File: src/rtl/art_pkg.sv
// ----------------------------------------------------------------------------
// art_pkg
// Shared types and constants for the silicon-art message sequencer:
//   - sequencer state encoding
//   - config port address map and control-register bit positions
//   - glyph codes understood by art_glyph_decode
// ----------------------------------------------------------------------------
package art_pkg;

   typedef enum logic [1:0] {
      IDLE = 2'd0,
      SHOW = 2'd1,
      GAP  = 2'd2,
      DONE = 2'd3
   } state_t;

   localparam logic [1:0] ADDR_RELOAD = 2'd0;
   localparam logic [1:0] ADDR_GLYPH  = 2'd1;
   localparam logic [1:0] ADDR_CTRL   = 2'd2;

   localparam int CTRL_LAST_LSB = 0;
   localparam int CTRL_LOOP_BIT = 3;
   localparam int CTRL_GAP_BIT  = 4;

   // Glyph writes carry the buffer index in bits [6:4] and the code in [3:0].
   localparam int GLYPH_IDX_LSB = 4;

   localparam logic [3:0] GLYPH_H     = 4'hA;
   localparam logic [3:0] GLYPH_I     = 4'hB;
   localparam logic [3:0] GLYPH_L     = 4'hC;
   localparam logic [3:0] GLYPH_DASH  = 4'hD;
   localparam logic [3:0] GLYPH_DP    = 4'hE;
   localparam logic [3:0] GLYPH_BLANK = 4'hF;

endpackage

File: src/rtl/art_glyph_decode.sv
// ----------------------------------------------------------------------------
// art_glyph_decode
// Combinational 4-bit glyph code to 7-segment + DP pattern.
// Ports:
//   code  in   4  glyph code (0-9 digits, A=H, B=I, C=L, D=dash, E=dp, F=blank)
//   seg   out  8  {dp,g,f,e,d,c,b,a}, active-high
// ----------------------------------------------------------------------------
module art_glyph_decode
   import art_pkg::*;
(
   input  logic [3:0] code,
   output logic [7:0] seg
);

   always_comb begin
      seg = 8'h00;
      case (code)
         4'h0:        seg = 8'h3F;
         4'h1:        seg = 8'h06;
         4'h2:        seg = 8'h5B;
         4'h3:        seg = 8'h4F;
         4'h4:        seg = 8'h66;
         4'h5:        seg = 8'h6D;
         4'h6:        seg = 8'h7D;
         4'h7:        seg = 8'h07;
         4'h8:        seg = 8'h7F;
         4'h9:        seg = 8'h6F;
         GLYPH_H:     seg = 8'h76;
         GLYPH_I:     seg = 8'h30;   // left-hand bar, so it differs from "1"
         GLYPH_L:     seg = 8'h38;
         GLYPH_DASH:  seg = 8'h40;
         GLYPH_DP:    seg = 8'h80;
         default:     seg = 8'h00;   // GLYPH_BLANK
      endcase
   end

endmodule

File: src/rtl/art_msg_sequencer.sv
// ----------------------------------------------------------------------------
// art_msg_sequencer
// Steps a short glyph message onto the tile's 7-segment + DP pins.
// Ports:
//   clk, rst        clock, synchronous active-high reset
//   ena             tile enable; low freezes the prescaler and holds state
//   run             level: high starts/continues display, low aborts to IDLE
//   cfg_valid/ready config write handshake (ready only in IDLE and DONE)
//   cfg_addr/data   0=reload, 1=glyph {idx[6:4],code[3:0]}, 2=ctrl, 3=ignored
//   seg_out         {dp,g,f,e,d,c,b,a}, registered
//   char_idx        index of the glyph currently shown
//   done            one-cycle pulse when a non-looping message completes
// ----------------------------------------------------------------------------
module art_msg_sequencer
   import art_pkg::*;
#(
   parameter int PRE_SHIFT = 16,
   parameter int MSG_LEN   = 8
)
(
   input  logic       clk,
   input  logic       rst,
   input  logic       ena,
   input  logic       run,
   input  logic       cfg_valid,
   output logic       cfg_ready,
   input  logic [1:0] cfg_addr,
   input  logic [7:0] cfg_data,
   output logic [7:0] seg_out,
   output logic [2:0] char_idx,
   output logic       done
);

   localparam int         IDX_W    = (MSG_LEN > 1) ? $clog2(MSG_LEN) : 1;
   localparam int         CNT_W    = 9 + PRE_SHIFT;
   localparam logic [2:0] LAST_MAX = 3'(MSG_LEN - 1);

   state_t           state, state_nx;
   logic [7:0]       reload;
   logic [2:0]       last;
   logic             loop_en, gap_en;
   logic [3:0]       glyph [MSG_LEN];
   logic [CNT_W-1:0] cnt, cnt_load;
   logic             active, tick, load_cnt, done_nx, cfg_wr;
   logic [2:0]       idx_nx, last_wr;
   logic [3:0]       code_nx;
   logic [7:0]       seg_dec, seg_nx;

   assign cfg_ready = (state == IDLE) || (state == DONE);
   assign cfg_wr    = cfg_valid && cfg_ready;
   assign last_wr   = (cfg_data[2:0] > LAST_MAX) ? LAST_MAX : cfg_data[2:0];

   // Full tick period is (reload+1) << PRE_SHIFT cycles; the counter runs N-1..0.
   assign cnt_load = ((CNT_W'(reload) + CNT_W'(1)) << PRE_SHIFT) - CNT_W'(1);
   assign active   = (state == SHOW) || (state == GAP);
   assign tick     = active && ena && (cnt == '0);

   // Decode the glyph for the next state so seg_out lines up with state.
   assign code_nx = glyph[idx_nx[IDX_W-1:0]];

   art_glyph_decode u_decode (
      .code (code_nx),
      .seg  (seg_dec)
   );

   assign seg_nx = (state_nx == SHOW) ? seg_dec : 8'h00;

   always_comb begin
      state_nx = state;
      idx_nx   = char_idx;
      load_cnt = 1'b0;
      done_nx  = 1'b0;
      case (state)
         IDLE: begin
            if (run && ena) begin
               state_nx = SHOW;
               idx_nx   = 3'd0;
               load_cnt = 1'b1;
            end
         end
         SHOW, GAP: begin
            // Abort has priority over any tick in the same cycle.
            if (!run) begin
               state_nx = IDLE;
               idx_nx   = 3'd0;
            end else if (tick) begin
               if ((state == SHOW) && gap_en) begin
                  state_nx = GAP;
                  load_cnt = 1'b1;
               end else if (char_idx < last) begin
                  state_nx = SHOW;
                  idx_nx   = char_idx + 3'd1;
                  load_cnt = 1'b1;
               end else if (loop_en) begin
                  state_nx = SHOW;
                  idx_nx   = 3'd0;
                  load_cnt = 1'b1;
               end else begin
                  state_nx = DONE;
                  done_nx  = 1'b1;
               end
            end
         end
         DONE: begin
            if (!run) begin
               state_nx = IDLE;
               idx_nx   = 3'd0;
            end
         end
         default: state_nx = IDLE;
      endcase
   end

   always_ff @(posedge clk) begin
      if (rst) begin
         state    <= IDLE;
         char_idx <= 3'd0;
         seg_out  <= 8'h00;
         done     <= 1'b0;
         cnt      <= '0;
      end else begin
         state    <= state_nx;
         char_idx <= idx_nx;
         seg_out  <= seg_nx;
         done     <= done_nx;
         if (load_cnt) begin
            cnt <= cnt_load;
         end else if (active && ena && (cnt != '0)) begin
            cnt <= cnt - CNT_W'(1);
         end
      end
   end

   always_ff @(posedge clk) begin
      if (rst) begin
         reload  <= 8'hFF;
         last    <= LAST_MAX;
         loop_en <= 1'b1;
         gap_en  <= 1'b0;
         for (int i = 0; i < MSG_LEN; i++) begin
            glyph[i] <= GLYPH_BLANK;
         end
      end else if (cfg_wr) begin
         case (cfg_addr)
            ADDR_RELOAD: reload <= cfg_data;
            ADDR_GLYPH:  glyph[cfg_data[GLYPH_IDX_LSB +: IDX_W]] <= cfg_data[3:0];
            ADDR_CTRL: begin
               last    <= last_wr;
               loop_en <= cfg_data[CTRL_LOOP_BIT];
               gap_en  <= cfg_data[CTRL_GAP_BIT];
            end
            default: ;
         endcase
      end
   end

endmodule
File: config.mk
export PLATFORM = sky130hd
export DESIGN_NAME = art_msg_sequencer
export DESIGN_NICKNAME = d
export VERILOG_FILES = /design/src/rtl/art_pkg.sv /design/src/rtl/art_glyph_decode.sv /design/src/rtl/art_msg_sequencer.sv
export SDC_FILE = /design/constraint.sdc
export NUM_CORES = 1
export LEC_CHECK = 0
export BUFFER_PORTS_ARGS = -buffer_cell sky130_fd_sc_hd__buf_2
export CAP_MARGIN = 40
export CORE_AREA = 5 5 107 109
export DETAILED_ROUTE_END_ITERATION = 16
export DIE_AREA = 0 0 112 114
export PLACE_DENSITY_LB_ADDON = 0.1
export SLEW_MARGIN = 40
export SYNTH_ARGS = -nofsm -noshare
export SYNTH_HDL_FRONTEND = slang
export SYNTH_HIERARCHICAL = 1
export SYNTH_SLANG_ARGS = --single-unit
File: constraint.sdc
create_clock -name clk -period 9.8 [get_ports clk]
set_clock_uncertainty 0.15 [all_clocks]
set_input_delay 0 -clock clk [delete_from_list [all_inputs] [get_ports clk]]
set_output_delay 0 -clock clk [all_outputs]
set_load 0.02 [all_outputs]
==> Flow_metrics.wiki <==
{| class="wikitable"
! Metric !! Value
|-
| Gr usage total || 16.6%
|-
| Starting Density || 43.5%
|-
| Dominant cell type by area after synthesis || sky130_fd_sc_hd__dfxtp_1
|-
| Clock edge transition at the registers on the reported setup and hold paths || 90 ps
|-
| Global-route wire length before repair || 17.0 mm
|-
| Required time of the worst setup path || 9910 ps
|-
| Routed wire length per instance || 15.6 um
|-
| Leakage power || 1.96 nW
|-
| Maximum capacitance violations || 0
|-
| Status || completed
|-
| Synth Area per Inst || 9.81 um2
|-
| Count of final setup violators || 0
|-
| Depth of the most critical reg-to-reg path || 14
|-
| Kind of capture point of the worst setup path || flop
|-
| Cell Area, Synth || 4570 um2
|-
| Fraction of the yosys area taken by sequential cells || 43.8%
|-
| Via count of the first global-routing pass || 3,492
|-
| Fin crit period || 4340 ps
|-
| Net count, final || 534
|-
| Synth unique cells || 65
|-
| Count of cells resized by post-cts repair || 0
|-
| Most area-consuming cells after synthesis || sky130_fd_sc_hd__dfxtp_1, sky130_fd_sc_hd__edfxtp_1, sky130_fd_sc_hd__mux2i_1, sky130_fd_sc_hd__xnor2_1, sky130_fd_sc_hd__ha_1
|-
| Number of warning messages in the yosys log || 6
|-
| Placement row count || 38
|-
| Max-Slew Margin vs Limit || 56.0%
|-
| Count of flip-flops with a built-in enable after synthesis || 32
|-
| FF-to-FF setup slack || 5460 ps
|-
| Number of pins exceeding their max-slew limit in the final report || 0
|-
| Min-delay src || rst
|-
| Die Footprint || 12,800 um2
|-
| Drt total wl || 10.1 mm
|-
| Maximum number of pins on one net before global-route repair || 54
|-
| Proportion of layout cells with a drive suffix above 1 || 15.1%
|-
| H-Tree Level Count || 3
|-
| Final Cycle Share || 44.3%
|-
| Mean number of vias per cell || 5.35
|-
| Cell with the most instances after synthesis || sky130_fd_sc_hd__dfxtp_1
|-
| Hold Path Sink || char_idx[2]
|-
| Min-delay worst type || primary input to flop
|-
| Synthesis-stage register bit count || 84
|-
| Number of detailed-route iterations in the first pass || 4
|-
| Maximum buffer depth of the clock tree || 2
|-
| Total power divided by cell area || 149 nW/um2
|-
| CTS Hold Buffers Added || 13
|-
| Post-route ant nets || 0
|-
| Placeable core region || 10,500 um2
|-
| Critical path startpoint category || flop
|-
| Area Growth Syn to Fin || 13.5%
|-
| Filler cell count || 1,016
|-
| Post-CTS repair timing setup buffer count || 0
|-
| Maximum fanout along the worst path || 9
|-
| Die Ht || 114 um
|-
| Nets in the synthesized netlist || 496
|-
| CTS Root Cell || sky130_fd_sc_hd__clkbuf_8
|-
| Ports placed on the boundary || 28
|-
| Number of port buffers || 27
|-
| Clock sinks || 84
|-
| Cts bufs inserted || 9
|-
| Destination of the worst register-to-register timing path || seg_out[3]
|-
| Worst Max-Slew Pin Slew || 659 ps
|-
| Placer Congestion || 0.801
|-
| Worst endpoint data arrival time || 4450 ps
|-
| RSZ-0062 raised after global routing || false
|-
| Overall Power || 0.775 mW
|-
| Async SR Flop Fraction || 0%
|-
| Floorplan die width || 112 um
|-
| Launch instance of the worst register-to-register path || cnt[0]
|-
| Total gr overflow || 0
|-
| Worst Setup Path Type || flop to flop
|-
| CTS tree || built
|-
| Antenna violations before repair || 0
|-
| Critical path startpoint || cnt[0]
|-
| Top cells by count, synth || sky130_fd_sc_hd__dfxtp_1, sky130_fd_sc_hd__edfxtp_1, sky130_fd_sc_hd__nor2_1
|-
| Worst supply voltage drop on vdd || 0.0000892 V
|-
| Ys flop type || sky130_fd_sc_hd__dfxtp_1
|-
| # DRC || 0
|-
| Yosys top cell area share || 22.8%
|-
| DRC marker count from the first detailed-route iteration || 125
|-
| Clock insertion delay at the later pin of the skew report || 370 ps
|-
| Syn Inst Count || 466
|-
| Number of hold-slack violations in the final timing report || 0
|-
| Setup tns final || 0 ps
|-
| DPL Wire Length || 7.10 mm
|-
| Via total after detailed routing || 3,474
|-
| Number of cells on the worst hold path || 3
|-
| Highest Clock Rate || 0.231 GHz
|-
| Final antenna diode count || 0
|}
[placed cells by master (no fill, tap or decap), drive strengths merged, types with 4 or more instances in the layout]
master / instances
and2: 10
buf: 31
ha: 15
nand2: 21
nor3: 12
mux2i: 26
nor2: 31
a211o: 12
a21oi: 30
inv: 15
dlygate4sd3: 13
o21ai: 12
clkbuf: 10
and3: 9
nor4: 12
a311oi: 4
mux2: 4
or2: 17
dfxtp: 52
nand2b: 24
or3: 4
xnor2: 22
xor2: 9
a211oi: 9
or4: 6
nand3b: 5
nand3: 9
nor2b: 12
edfxtp: 32
[final cells by class]
cell class | count | area (um2) | share of cell area (%)
Multi-Input combinational cell | 351 | 2450 | 47.2
Sequential cell | 84 | 2000 | 38.6
Timing Repair Buffer | 44 | 295 | 5.69
Tap cell | 140 | 175 | 3.38
Clock buffer | 10 | 128 | 2.46
Clock inverter | 6 | 88.8 | 1.71
Inverter | 14 | 52.6 | 1.01
[how the worst max path moves through the flow]
stage,slack [ps],to,cells after the start
floorplan,5860,seg_out[3],14
global placement,5410,seg_out[3],14
detailed placement,5480,seg_out[3],14
CTS,5470,seg_out[3],14
global route,5190,seg_out[3],14
finish,5460,seg_out[3],14
[through the flow]
stage	instances	cell area [um2]	utilization, %	hold slack, ps	worst slack (ps)
after floorplan	466	4570	-	-32.2	5860
after global placement	620	4830	46.0	65.9	5410
after detailed placement	620	4840	46.1	60.2	5480
after CTS	649	5190	49.4	56.1	5470
after global routing	649	5190	49.4	90.4	5190
final	649	5190	49.4	66.1	5460
[layer usage]
layer / track usage (%) / routed length, um
met1: 20.0 / 4620
met2: 29.6 / 5100
met3: 3.18 / 219
met4: 6.09 / 163
met5: 0 / 0
[logic make-up (layout without fill, tap and decap cells)]
group	Yosys count	after routing	share of synthesized area (%)
flip-flops	84	84	43.8
buffers and inverters	31	74	2.87
AND/OR/NAND/NOR	184	184	22.9
AO/OA/AOI/OAI	91	91	13.8
XOR/XNOR	31	31	5.94
adder cells (fa/ha/maj)	15	15	4.10
multiplexers	30	30	6.68
[worst max-delay path: stages (launching register included)]
cell and delay (ps):
sky130_fd_sc_hd__dfxtp_1 340, sky130_fd_sc_hd__inv_1 80, sky130_fd_sc_hd__ha_1 140, sky130_fd_sc_hd__or4b_1 500
sky130_fd_sc_hd__or4_4 530, sky130_fd_sc_hd__or4b_4 580, sky130_fd_sc_hd__o21ai_1 190, sky130_fd_sc_hd__a41oi_2 370
sky130_fd_sc_hd__mux2i_1 220, sky130_fd_sc_hd__mux2_2 350, sky130_fd_sc_hd__inv_1 120, sky130_fd_sc_hd__ha_1 240
sky130_fd_sc_hd__a211oi_1 220, sky130_fd_sc_hd__a21oi_1 50, sky130_fd_sc_hd__and2_1 130
[where the power goes]
| part | switching (mW) | internal (mW) |
|---|---|---|
| Sequential | 0.0153 | 0.376 |
| Clock | 0.131 | 0.144 |
| Combinational | 0.0618 | 0.0474 |
| Total | 0.208 | 0.567 |
[sequential cells by signal, summed over array words and instances, names as in the netlist]
signal / count
last: 3
done: 1
state: 2
glyph: 32
char_idx: 3
seg_out: 8
cnt: 25
loop_en: 1
gap_en: 1
reload: 8
Note: power is estimated with default switching activity, not from simulation.
